### src/rtl/uart_pkg.sv
// Shared UART definitions: FSM state encoding, default framing parameters
// and the counter width helper used by the transmit and receive paths.
package uart_pkg;

    typedef enum logic [2:0] {
        IDLE   = 3'd0,
        START  = 3'd1,
        DATA   = 3'd2,
        PARITY = 3'd3,
        STOP   = 3'd4
    } uart_state_t;

    localparam int DEF_CLKS_PER_BIT = 16;
    localparam int DEF_DATA_BITS    = 8;

    // Never returns zero, so a counter always has at least one bit.
    function automatic int cnt_width(input int n);
        return (n < 2) ? 1 : $clog2(n);
    endfunction

endpackage

### src/rtl/uart_bit_timer.sv
// Loadable down-counter producing a terminal-count pulse once per bit period;
// reloads itself on terminal count while enabled.
module uart_bit_timer #(
    parameter int WIDTH = 4
) (
    input  logic             Clk,
    input  logic             reset,
    input  logic             load,
    input  logic             en,
    input  logic [WIDTH-1:0] reload_val,
    output logic             tc
);

    logic [WIDTH-1:0] cnt;

    always_ff @(posedge Clk or posedge reset) begin
        if (reset) begin
            cnt <= '0;
        end else if (load) begin
            cnt <= reload_val;
        end else if (en) begin
            if (cnt == '0) begin
                cnt <= reload_val;
            end else begin
                cnt <= cnt - 1'b1;
            end
        end
    end

    assign tc = en && (cnt == '0);

endmodule

### src/rtl/uart_tx_piso.sv
// UART transmitter: accepts a parallel word over valid/ready and shifts it out
// LSB first as start, data, optional parity and stop bits on a registered line.
//
// state  | meaning
// IDLE   | line high, ready for a new word
// START  | driving start bit (0) for one bit period
// DATA   | driving shift[0], shifting right after each bit period
// PARITY | driving the parity bit computed at accept
// STOP   | line high for STOP_BITS bit periods, then tx_done
module uart_tx_piso
    import uart_pkg::*;
#(
    parameter int CLKS_PER_BIT = DEF_CLKS_PER_BIT,
    parameter int DATA_BITS    = DEF_DATA_BITS,
    parameter int PARITY_EN    = 0,
    parameter int PARITY_ODD   = 0,
    parameter int STOP_BITS    = 1
) (
    input  logic                 Clk,
    input  logic                 reset,
    input  logic [DATA_BITS-1:0] tx_data,
    input  logic                 tx_valid,
    output logic                 tx_ready,
    output logic                 tx_out,
    output logic                 tx_busy,
    output logic                 tx_done
);

    localparam int CNT_W = cnt_width(CLKS_PER_BIT);
    localparam int IDX_W = cnt_width(DATA_BITS + 1);
    localparam logic [CNT_W-1:0] RELOAD    = CNT_W'(CLKS_PER_BIT - 1);
    localparam logic [IDX_W-1:0] LAST_IDX  = IDX_W'(DATA_BITS - 1);
    localparam logic [1:0]       LAST_STOP = 2'(STOP_BITS - 1);

    uart_state_t          state, state_nxt;
    logic [DATA_BITS-1:0] shift_q, shift_nxt;
    logic [IDX_W-1:0]     idx_q, idx_nxt;
    logic [1:0]           stop_q, stop_nxt;
    logic                 par_q, par_nxt;
    logic                 done_nxt;
    logic                 out_nxt;
    logic                 timer_load;
    logic                 timer_en;
    logic                 tc;

    assign timer_en = (state != IDLE);

    uart_bit_timer #(
        .WIDTH(CNT_W)
    ) u_bit_timer (
        .Clk        (Clk),
        .reset      (reset),
        .load       (timer_load),
        .en         (timer_en),
        .reload_val (RELOAD),
        .tc         (tc)
    );

    always_comb begin
        state_nxt  = state;
        shift_nxt  = shift_q;
        idx_nxt    = idx_q;
        stop_nxt   = stop_q;
        par_nxt    = par_q;
        done_nxt   = 1'b0;
        timer_load = 1'b0;
        out_nxt    = 1'b1;
        case (state)
            IDLE: begin
                if (tx_valid) begin
                    state_nxt  = START;
                    shift_nxt  = tx_data;
                    par_nxt    = (^tx_data) ^ (PARITY_ODD != 0);
                    timer_load = 1'b1;
                end
            end
            START: begin
                if (tc) begin
                    state_nxt = DATA;
                    idx_nxt   = '0;
                end
            end
            DATA: begin
                if (tc) begin
                    if (idx_q == LAST_IDX) begin
                        state_nxt = (PARITY_EN != 0) ? PARITY : STOP;
                        stop_nxt  = '0;
                    end else begin
                        idx_nxt   = idx_q + 1'b1;
                        shift_nxt = shift_q >> 1;
                    end
                end
            end
            PARITY: begin
                if (tc) begin
                    state_nxt = STOP;
                    stop_nxt  = '0;
                end
            end
            STOP: begin
                if (tc) begin
                    if (stop_q == LAST_STOP) begin
                        state_nxt = IDLE;
                        done_nxt  = 1'b1;
                    end else begin
                        stop_nxt = stop_q + 1'b1;
                    end
                end
            end
            default: state_nxt = IDLE;
        endcase
        // Line level follows the state being entered so tx_out stays a plain flop.
        case (state_nxt)
            START:   out_nxt = 1'b0;
            DATA:    out_nxt = shift_nxt[0];
            PARITY:  out_nxt = par_nxt;
            default: out_nxt = 1'b1;
        endcase
    end

    always_ff @(posedge Clk or posedge reset) begin
        if (reset) begin
            state   <= IDLE;
            shift_q <= '0;
            idx_q   <= '0;
            stop_q  <= '0;
            par_q   <= 1'b0;
            tx_out  <= 1'b1;
            tx_busy <= 1'b0;
            tx_done <= 1'b0;
        end else begin
            state   <= state_nxt;
            shift_q <= shift_nxt;
            idx_q   <= idx_nxt;
            stop_q  <= stop_nxt;
            par_q   <= par_nxt;
            tx_out  <= out_nxt;
            tx_busy <= (state_nxt != IDLE);
            tx_done <= done_nxt;
        end
    end

    assign tx_ready = (state == IDLE);

endmodule
### config.mk
export PLATFORM = sky130hd
export DESIGN_NAME = uart_tx_piso
export DESIGN_NICKNAME = d
export VERILOG_FILES = /design/src/rtl/uart_pkg.sv /design/src/rtl/uart_bit_timer.sv /design/src/rtl/uart_tx_piso.sv
export SDC_FILE = /design/constraint.sdc
export NUM_CORES = 1
export LEC_CHECK = 0
export CELL_PAD_IN_SITES_DETAIL_PLACEMENT = 0
export CELL_PAD_IN_SITES_GLOBAL_PLACEMENT = 2
export CORE_ASPECT_RATIO = 1.1
export CORE_MARGIN = 1
export CORE_UTILIZATION = 30
export CTS_CLUSTER_SIZE = 40
export DETAILED_ROUTE_END_ITERATION = 8
export PLACE_DENSITY_LB_ADDON = 0.25
export SYNTH_ARGS = -nofsm -noshare
export SYNTH_HDL_FRONTEND = slang
export SYNTH_SLANG_ARGS = --single-unit
### constraint.sdc
create_clock -name Clk -period 2.5 [get_ports Clk]
set_input_delay 0.625 -clock Clk [delete_from_list [all_inputs] [get_ports Clk]]
set_output_delay 0.625 -clock Clk [all_outputs]
set_load 0.02 [all_outputs]
==> flow_summary.json <==
{
  "globalRouteOverflowTotal": 0,
  "p_leak_nw": 0.710,
  "syn-num-nets": 153,
  "p_sw_mw": 0.604,
  "worstPathArrival_ps": 2230,
  "pwr-share-comb_pct": 43.4,
  "fmax_ghz": 0.481,
  "slew_viol_final": 0,
  "dp.cells": 207,
  "initial_core_util_pct": 31.6,
  "grt_start_max_net_pins": 26,
  "async_flop_share_pct": 100,
  "max_slew.worst_pin.slew_ps": 339,
  "finalHoldViolCount": 0,
  "synth_top_area_share_pct": 43.4,
  "synth_cell_types": 43,
  "crit_fanout": 7,
  "power.density_nw_per_um2": 949,
  "whs_endpoint": "shift_q[7]$_DFFE_PP0P_",
  "worstHoldStart": "shift_q[7]$_DFFE_PP0P_",
  "dp_slack_ps": 192,
  "die_w_um": 66.8,
  "syn_area_per_cell_um2": 10.0,
  "clk_latency_ps": 260,
  "hold_ws_ps": 510,
  "syn2layout_area_growth_pct": 21.0,
  "seq_area_um2": 627,
  "core_um2": 4380,
  "cts_setup_buffers": 0,
  "synthTopCellsByArea": "dfrtp_1, xnor2_1, a221o_1",
  "row_count": 25,
  "cts_buffer_depth": 2,
  "period_share_pct": 83.1,
  "netlist_area_um2": 1390,
  "outcome": "completed",
  "cts_num_sinks": 25,
  "ys_seq_area_share_pct": 45.3,
  "setup_slack_ps": 421,
  "ctsHtreeMaxLevel": 1,
  "hp-class": "flop to flop",
  "timing.rr.end": "shift_q[3]$_DFFE_PP0P_",
  "startpoint_type": "flop",
  "nNetsFinal": 173,
  "gp_congestion": 0.799,
  "wl_per_cell_um": 14.9,
  "dieHeight_um": 73.3,
  "ys.flop_type": "dfrtp_1",
  "numCtsBuffers": 3,
  "vias": 1128,
  "cp-startpoint": "u_bit_timer.cnt[0]$_DFFE_PP0P_",
  "detail_route.first_pass.iterations": 4,
  "fin_setup_tns_ps": 0,
  "r2r_cells": 6,
  "layout_min_cycle_time_ps": 2080,
  "grt_pass1_vias": 1077,
  "synth-edff-count": 0,
  "endpoint_kind": "flop",
  "rsz0062_at_grt": "no",
  "reg2reg_from": "u_bit_timer.cnt[0]$_DFFE_PP0P_",
  "wirelength_um": 3150,
  "grt_pass1_wl_um": 5330,
  "cts_tree": "done",
  "seqPwrFrac_pct": 41.4,
  "hold_depth": 1,
  "fin_cells": 211,
  "die_area_um2": 4890,
  "multiInputGateArea_um2": 693,
  "ant_nets": 0,
  "layout-drive-gt1-share_pct": 12.1,
  "slew_headroom_pct": 77.4,
  "drtIter0Drc": 65,
  "cts.clk_slew.worst_paths_ps": 90,
  "yosysWarnings": 0,
  "p_sw_share_pct": 37.9,
  "p_clk_share_pct": 15.1,
  "fin_util_pct": 38.3,
  "skew_ps": 3.38,
  "synth_cells": 138,
  "fillers": 448,
  "dp_hpwl_um": 2270,
  "internal_power_mw": 0.987,
  "ios": 15,
  "critPathKind": "flop to flop",
  "r2r_setup_slack_ps": 420,
  "yosys-top-cells-count": "dfrtp_1, inv_1, o21ai_0, a21oi_1",
  "ys_ff_latch": 25,
  "cp.required_ps": 2650,
  "grt_antenna_before_repair": 0,
  "yosys.area.top_type": "dfrtp_1",
  "setup_viol": 0,
  "route.detailed.drc": 0,
  "cts_root_buf": "clkbuf_8",
  "grt.total_usage_pct": 14.6,
  "io_buffer_count": 14,
  "viasPerCell": 5.35,
  "max_cap_violations": 0,
  "ir_drop_v": 0.000364,
  "diodes": 0,
  "yosysMostFrequentCell": "dfrtp_1"
}
[worst max-delay path, cell delays in order, from the launching register on]
cell and delay, ps:
dfrtp_1 400, inv_1 120, ha_1 240, nor3b_4 240, a31oi_1 130, or3_1 440
a221o_1 390
[metrics by stage]
step / power, mW / area, um^2
after CTS: 1.61 / 1670
final: 1.59 / 1680
after global placement: 1.34 / 1630
after detailed placement: 1.36 / 1630
after floorplan: 1.15 / 1390
after global routing: 1.72 / 1680
[layer usage]
layer,track usage [%],wire length [um],vias up
met3,1.86,64,2
met4,6.38,29,0
met2,23.5,1550,14
met1,19.6,1510,557
met5,0,0,-
li1,-,-,555
[worst max-delay path by stage]
stage	to	slack [ps]	cells past startpoint
6_report	shift_q[3]$_DFFE_PP0P_	420	6
5_1_grt	shift_q[3]$_DFFE_PP0P_	310	6
4_1_cts	tx_ready	30	3
3_5_place_dp	shift_q[3]$_DFFE_PP0P_	190	5
3_3_place_gp	shift_q[5]$_DFFE_PP0P_	240	5
2_1_floorplan	shift_q[1]$_DFFE_PP0P_	510	7
[power by group through the flow]
stage / clock, mW / sequential [mW] / combinational [mW]
after floorplan: 0 / 0.652 / 0.498
after global placement: 0 / 0.660 / 0.681
after detailed placement: 0 / 0.665 / 0.693
after CTS: 0.251 / 0.658 / 0.697
after global routing: 0.265 / 0.678 / 0.774
final: 0.240 / 0.659 / 0.691
[sequential cells by signal, indices dropped and copies added (netlist names)]
signal           flops
stop_q               2
idx_q                4
state                3
par_q                1
tx_busy              1
tx_out               1
tx_done              1
shift_q              8
u_bit_timer.cnt      4
[layout make-up]
type                    count  share of cell area (%)
inverters                   9                    2.01
multi-input cells          96                    41.3
well taps                  54                    4.03
clock buffers               4                    2.69
repair buffers             23                    12.5
flip-flops and latches     25                    37.4
[timing repair]
| action | CTS | global route |
|---|---|---|
| endpoints found under the hold margin | 0 | 0 |
| hold buffers | 0 | 0 |
| setup endpoints to repair | 0 | 1 |
| resized for setup | 0 | 1 |
[cells in the final DEF (no fill, tap or decap), drive strengths merged, types with 2 or more instances in the layout]
cell type,n
a211o,2
a21oi,8
a221o,7
a31oi,3
and3,6
buf,9
clkbuf,4
clkdlybuf4s50,13
dfrtp,24
ha,4
inv,9
nand2,6
nand3,5
nand3b,2
nor2,5
nor3,4
nor4,2
o21a,2
o21ai,9
or3,3
or3b,2
xnor2,7
[logic make-up after synthesis]
family / count (synthesis) / share of synthesized area, %
fa+ha+maj: 4 / 3.61
compound gates: 43 / 22.2
flops: 25 / 45.3
xor+xnor: 7 / 4.43
buf+inv: 17 / 4.70
mux: 1 / 0.723
simple gates: 41 / 19.1
Power figures use the tool's default switching activity.
